## src/rtl/fft16_pkg.sv

```systemverilog
// Shared constants, state encoding and helpers for the 16-point FFT sequencer.
package fft16_pkg;

    localparam int FFT_PTS      = 16;
    localparam int FFT_LOG2     = 4;
    localparam int BF_PER_STAGE = 8;

    typedef enum logic [2:0] {
        ST_IDLE  = 3'd0,
        ST_LOAD  = 3'd1,
        ST_ISSUE = 3'd2,
        ST_DRAIN = 3'd3,
        ST_DONE  = 3'd4
    } seq_state_e;

    // Mirror a 4-bit sample index into bit-reversed load order.
    function automatic logic [3:0] bitrev4(input logic [3:0] v);
        return {v[0], v[1], v[2], v[3]};
    endfunction

endpackage

```

## src/rtl/fft16_addr_gen.sv

```systemverilog
// Butterfly address / twiddle-index generator for a radix-2 DIT 16-point FFT.
// Pure combinational map (stage, butterfly) -> (upper leg, lower leg, twiddle).
module fft16_addr_gen (
    input  logic [1:0] stage_i,
    input  logic [2:0] bf_i,
    output logic [3:0] rd_a_o,
    output logic [3:0] rd_b_o,
    output logic [2:0] tw_idx_o
);

    logic [3:0] span;

    // Upper leg inserts a zero at bit position 'stage'; lower leg sets that bit.
    always_comb begin
        rd_a_o   = '0;
        tw_idx_o = '0;
        span     = 4'd1 << stage_i;
        unique case (stage_i)
            2'd0: begin
                rd_a_o   = {bf_i, 1'b0};
                tw_idx_o = 3'd0;
            end
            2'd1: begin
                rd_a_o   = {bf_i[2:1], 1'b0, bf_i[0]};
                tw_idx_o = {bf_i[0], 2'b00};
            end
            2'd2: begin
                rd_a_o   = {bf_i[2], 1'b0, bf_i[1:0]};
                tw_idx_o = {bf_i[1:0], 1'b0};
            end
            2'd3: begin
                rd_a_o   = {1'b0, bf_i};
                tw_idx_o = bf_i;
            end
            default: begin
                rd_a_o   = '0;
                tw_idx_o = '0;
            end
        endcase
        rd_b_o = rd_a_o | span;
    end

endmodule

```

## src/rtl/fft16_sequencer.sv

```systemverilog
// Control sequencer for the 16-point radix-2 DIT FFT datapath.
// Walks 4 stages x 8 butterflies, one butterfly per cycle, with BF_LAT drain
// cycles between stages and a BF_LAT-deep write-back delay line.
// Optional feature: FFT16_SEQ_BITREV_EN adds a LOAD state that writes 16 input
// samples to bit-reversed addresses before the first stage.
//
// state    | meaning
// ---------+-------------------------------------------------------------
// IDLE     | waiting for i_start
// LOAD     | accepting input samples (FFT16_SEQ_BITREV_EN only)
// ISSUE    | one butterfly issued per cycle, bf 0..7
// DRAIN    | BF_LAT idle cycles so the stage's last write lands
// DONE     | one-cycle completion pulse
module fft16_sequencer
    import fft16_pkg::*;
#(
    parameter int BF_LAT = 2,
    parameter int N      = 16
) (
    input  logic       i_clk,
    input  logic       i_rst,
    input  logic       i_start,
    output logic       o_busy,
    output logic       o_done,
    output logic       o_issue,
    output logic [3:0] o_rd_a,
    output logic [3:0] o_rd_b,
    output logic [2:0] o_tw_idx,
    output logic [1:0] o_stage,
    output logic       o_wr_en,
    output logic [3:0] o_wr_a,
    output logic [3:0] o_wr_b
`ifdef FFT16_SEQ_BITREV_EN
    ,
    input  logic       i_in_valid,
    output logic       o_ld_wr_en,
    output logic [3:0] o_ld_addr
`endif
);

    // N is only carried for top-level parameter passing; any legal N leaves
    // the delay depth equal to BF_LAT.
    localparam int         WB_DEPTH = (N >= 1) ? BF_LAT : 1;
    localparam logic [2:0] DRN_INIT = 3'(BF_LAT - 1);

    seq_state_e state_q, state_d;
    logic [2:0] bf_q, bf_d;
    logic [1:0] stage_q, stage_d;
    logic [2:0] drn_q, drn_d;

    logic       busy_q, done_q, issue_q;
    logic [3:0] rd_a_q, rd_b_q;
    logic [2:0] tw_q;

    logic [3:0] gen_rd_a, gen_rd_b;
    logic [2:0] gen_tw;

    logic [8:0] wb_q [WB_DEPTH];

`ifdef FFT16_SEQ_BITREV_EN
    logic [3:0] ld_cnt_q, ld_cnt_d;
    logic       ld_wr_en_q;
    logic [3:0] ld_addr_q;
`endif

    // Addresses are generated from the next counters so they register in
    // the same edge as the state that issues them.
    fft16_addr_gen u_addr_gen (
        .stage_i  (stage_d),
        .bf_i     (bf_d),
        .rd_a_o   (gen_rd_a),
        .rd_b_o   (gen_rd_b),
        .tw_idx_o (gen_tw)
    );

    // Next-state and counter update.
    always_comb begin
        state_d = state_q;
        bf_d    = bf_q;
        stage_d = stage_q;
        drn_d   = drn_q;
`ifdef FFT16_SEQ_BITREV_EN
        ld_cnt_d = ld_cnt_q;
`endif
        unique case (state_q)
            ST_IDLE: begin
                if (i_start) begin
`ifdef FFT16_SEQ_BITREV_EN
                    state_d  = ST_LOAD;
                    ld_cnt_d = '0;
`else
                    state_d  = ST_ISSUE;
`endif
                    bf_d    = '0;
                    stage_d = '0;
                end
            end
`ifdef FFT16_SEQ_BITREV_EN
            ST_LOAD: begin
                if (i_in_valid) begin
                    ld_cnt_d = ld_cnt_q + 4'd1;
                    if (ld_cnt_q == 4'(FFT_PTS - 1)) begin
                        state_d = ST_ISSUE;
                    end
                end
            end
`endif
            ST_ISSUE: begin
                if (bf_q == 3'(BF_PER_STAGE - 1)) begin
                    state_d = ST_DRAIN;
                    drn_d   = DRN_INIT;
                end else begin
                    bf_d = bf_q + 3'd1;
                end
            end
            ST_DRAIN: begin
                if (drn_q == 3'd0) begin
                    if (stage_q == 2'(FFT_LOG2 - 1)) begin
                        state_d = ST_DONE;
                    end else begin
                        state_d = ST_ISSUE;
                        stage_d = stage_q + 2'd1;
                        bf_d    = '0;
                    end
                end else begin
                    drn_d = drn_q - 3'd1;
                end
            end
            ST_DONE: begin
                state_d = ST_IDLE;
                stage_d = '0;
                bf_d    = '0;
            end
            default: state_d = ST_IDLE;
        endcase
    end

    // State machine registers and registered outputs.
    always_ff @(posedge i_clk) begin
        if (!i_rst) begin
            state_q <= ST_IDLE;
            bf_q    <= '0;
            stage_q <= '0;
            drn_q   <= '0;
            busy_q  <= 1'b0;
            done_q  <= 1'b0;
            issue_q <= 1'b0;
            rd_a_q  <= '0;
            rd_b_q  <= '0;
            tw_q    <= '0;
`ifdef FFT16_SEQ_BITREV_EN
            ld_cnt_q   <= '0;
            ld_wr_en_q <= 1'b0;
            ld_addr_q  <= '0;
`endif
        end else begin
            state_q <= state_d;
            bf_q    <= bf_d;
            stage_q <= stage_d;
            drn_q   <= drn_d;
            busy_q  <= (state_d != ST_IDLE);
            done_q  <= (state_d == ST_DONE);
            issue_q <= (state_d == ST_ISSUE);
            rd_a_q  <= (state_d == ST_ISSUE) ? gen_rd_a : 4'd0;
            rd_b_q  <= (state_d == ST_ISSUE) ? gen_rd_b : 4'd0;
            tw_q    <= (state_d == ST_ISSUE) ? gen_tw   : 3'd0;
`ifdef FFT16_SEQ_BITREV_EN
            ld_cnt_q   <= ld_cnt_d;
            ld_wr_en_q <= (state_q == ST_LOAD) && i_in_valid;
            ld_addr_q  <= ((state_q == ST_LOAD) && i_in_valid) ? bitrev4(ld_cnt_q) : 4'd0;
`endif
        end
    end

    // Write-back delay line: replays issue strobe and addresses BF_LAT cycles later.
    always_ff @(posedge i_clk) begin
        if (!i_rst) begin
            for (int k = 0; k < WB_DEPTH; k++) wb_q[k] <= '0;
        end else begin
            wb_q[0] <= {issue_q, rd_a_q, rd_b_q};
            for (int k = 1; k < WB_DEPTH; k++) wb_q[k] <= wb_q[k-1];
        end
    end

    assign o_busy   = busy_q;
    assign o_done   = done_q;
    assign o_issue  = issue_q;
    assign o_rd_a   = rd_a_q;
    assign o_rd_b   = rd_b_q;
    assign o_tw_idx = tw_q;
    assign o_stage  = stage_q;
    assign o_wr_en  = wb_q[WB_DEPTH-1][8];
    assign o_wr_a   = wb_q[WB_DEPTH-1][7:4];
    assign o_wr_b   = wb_q[WB_DEPTH-1][3:0];
`ifdef FFT16_SEQ_BITREV_EN
    assign o_ld_wr_en = ld_wr_en_q;
    assign o_ld_addr  = ld_addr_q;
`endif

endmodule
```

## config.mk

```make
export PLATFORM = sky130hd
export DESIGN_NAME = fft16_sequencer
export DESIGN_NICKNAME = d
export VERILOG_FILES = /design/src/rtl/fft16_pkg.sv /design/src/rtl/fft16_addr_gen.sv /design/src/rtl/fft16_sequencer.sv
export SDC_FILE = /design/constraint.sdc
export NUM_CORES = 1
export LEC_CHECK = 0
export CAP_MARGIN = 20
export CORE_ASPECT_RATIO = 0.9
export CORE_MARGIN = 2
export CORE_UTILIZATION = 34
export DETAILED_ROUTE_END_ITERATION = 12
export PLACE_DENSITY = 0.64
export SLEW_MARGIN = 5
export SYNTH_ARGS = -nofsm -noshare
export SYNTH_HDL_FRONTEND = slang
export SYNTH_SLANG_ARGS = --single-unit
```

## constraint.sdc

```tcl
create_clock -name i_clk -period 3.2 [get_ports i_clk]
set_input_delay 0.64 -clock i_clk [delete_from_list [all_inputs] [get_ports i_clk]]
set_output_delay 0.64 -clock i_clk [all_outputs]
set_load 0.02 [all_outputs]
```

==> results.md <==
- Worst path slowest cell: ha_1
- Leakage: 0.750 nW
- Fin. Hold Viols: 0
- Slew Limit Fails: 0
- Ys Warns: 0
- DR pass1 iterations: 4
- Worst Setup End Kind: register
- Crit path from: drn_q[0]
- Clk_lat worst skew: 0.30 ns
- Max_cap viols: 0
- PwrDens: 477 nW/um^2
- Crit path launch type: register
- CTS Sinks: 43
- Netlist cell types: 42
- Worst Hold Class: register to register
- All-Layer GR Usage: between 10% and 20%
- Number of buffers and inverters on the critical path: 1
- Area delta synth->final: 20.4%
- Final wirelength: 2800 um
- RSZ-0062 raised after global routing: false
- Starting density of the core: between 30% and 40%
- Gate Count Post-Synth: 166
- DR WL/cell: 11.0 um
- Syn_area_per_cell: 10.1 um^2
- Required time of the critical path: between 3 and 4 ns
- Total die area: 5510 um^2
- Vias in the first global route: a little under 1000
- Vias per cell: 4.41
- Asr flop ratio synth: 0%
- Final WS setup: 1.00 ns
- Filler cells: 477
- Worst Tran Pin Value: 0.504 ns
- Crit Path Max Fanout: 12
- Final worst path period need: 2.20 ns
- Worst path most repeated cell: ha_1
- Ant diodes: 0
- GP Congestion: about 0.86
- Final TNS setup: 0 ns
- Die Height: 70.6 um
- Yosys top cell area share: 51.3%
- Hold_buf cts: 0
- Most common cell in the netlist: dfxtp_1
- #FFs+latches synth: 43
- Post-synth top cells: dfxtp_1, and2_1, nor2_1, a21oi_1, buf_4
- PortBufs: 27
- Max Freq: 0.455 GHz
- First-pass GRT wire length: 4620 um
- Syn_nets: 172
- Status: finished clean
- Die X-Extent: slightly below 80 um
- CORE AREA: ~4800 um^2
- CTS resizes: 0
- EDFF count, synth: 0
- NumNets Final: 194
- Post-synth top flop: dfxtp_1
- Drt drc: 0
- Critical path, cell by cell: inv_1 > ha_1 > ha_1 > nand4b_1 > mux2_2 > and2_1 > nor3_2 > a211oi_2
- Largest area contributor in the netlist: dfxtp_1
- I/O Pins: 28
- Synth area leaders: dfxtp_1, and2_1, nor2_1, buf_4, buf_6
- Max clock buf depth: 2
- Share of cells above drive strength 1: between 10% and 20%
- Hold Startpoint: wb_q[0][3]
- Num rows: 24
- Peak VDD IR: about 200 uV
- Crit-path max cell delay: 0.40 ns
- Final setup vio count: 0
- Final period utilization: 68.8%
- Worst reg2reg startpoint: drn_q[0]
- CTS tree: yes
- Root Buffer: clkbuf_8
- Skew final: ~0.0073 ns
- Synthesized area: around 1700 um^2
- DR iter-0 viols: 48
- Pre-CTS WS: 0.805 ns
- Arr. time, crit path: 2.37 ns
- Relative slew slack: between 60% and 70%
- Total congestion overflow: 0
- Top delay family on crit path: simple AND/OR/NAND/NOR gates
- CTS H-tree depth: 2
- Routed vias: 1119
- Largest net degree at the start of global routing: 19
- CTS buffer count: 5
- Clk pin slew, worst setup/hold paths: 0.08 ns
- Dpl hpwl: 2030 um
- Setup Crit Path Kind: register to register
- Post-DRT Antenna Nets: 0
- Seq/Total Area, Yosys: 51.3%
- Initial antenna violation count: 0
- Postcts setup bufs: 0
final cells by class:
type	count	area, um^2	share of cell area (%)
Sequential cell	43	861	42.6
Inverter	9	33.8	1.67
Timing Repair Buffer	28	278	13.8
Clock buffer	5	68.8	3.41
Clock inverter	3	23.8	1.18
Multi-Input combinational cell	101	673	33.3
Tap cell	65	81.3	4.03
routing by layer:
layer  share of wire [%]  wire (um)  global-route usage [%]
met1                  52       1450                    14.4
met2                  42       1180                    15.4
met3                 4.8        135                    4.08
met4                 1.4         38                    4.09
met5                   0          0                       0
logic make-up (layout without fill, tap and decap cells):
kind of cell	after synthesis	in the layout	share of synthesized area (%)
and+or+nand+nor	63	63	21.4
DFF	43	43	51.3
AOI/OAI and AO/OA	32	32	14.5
buffers and inverters	22	45	8.51
adders and majority gates	3	3	2.24
muxes	3	3	2.01
cell usage in the layout, fill, tap and decap left out, types with 3 or more instances in the layout:
| cell type | synthesis | routed |
|---|---|---|
| a21oi_1 | 8 | 8 |
| inv_1 | 7 | 7 |
| dfxtp_1 | 43 | 43 |
| a2bb2oi_1 | 3 | 3 |
| clkdlybuf4s50_1 | 0 | 27 |
| and2_1 | 19 | 19 |
| nand3_1 | 3 | 3 |
| nor2_1 | 17 | 17 |
| ha_1 | 3 | 3 |
| o211ai_1 | 3 | 3 |
| nand2_1 | 5 | 5 |
| clkbuf_8 | 0 | 5 |
| nor3_1 | 4 | 4 |
| mux2_2 | 3 | 3 |
| nand2b_1 | 3 | 3 |
metrics by stage:
step | area [um^2] | hold slack [ns] | power (mW) | std cells | utilization, %
2_1_floorplan | 1680 | 0.412 | 0.608 | 166 | -
3_3_place_gp | 1930 | 0.414 | 0.627 | 246 | 40.1
3_5_place_dp | 1930 | 0.418 | 0.627 | 246 | 40.1
4_1_cts | 2020 | 0.439 | 0.979 | 254 | 42.0
5_1_grt | 2020 | 0.444 | 1.01 | 254 | 42.0
6_report | 2020 | 0.435 | 0.963 | 254 | 42.0
sequential cells by signal, indices dropped and copies added (netlist names), 2 cells and up:
name	count
o_rd_a	4
wb_q	18
o_stage	2
o_rd_b	4
bf_q	3
state_q	3
o_tw_idx	3
drn_q	3
path summary, 6_finish.rpt:
check | end | cells past startpoint | slack, ns
worst max-delay path | o_rd_b[1] | 8 | 1.0
worst min register to register | wb_q[0][12] | 1 | 0.44
worst max register to register | o_rd_b[1] | 8 | 1.0
worst min-delay path | wb_q[0][12] | 1 | 0.44
power breakdown:
group	total [mW]	internal, mW	switching [mW]
clock	0.349	0.156	0.193
sequential	0.551	0.546	0.00500
combinational	0.0633	0.0272	0.0362
Power figures use the tool's default switching activity.
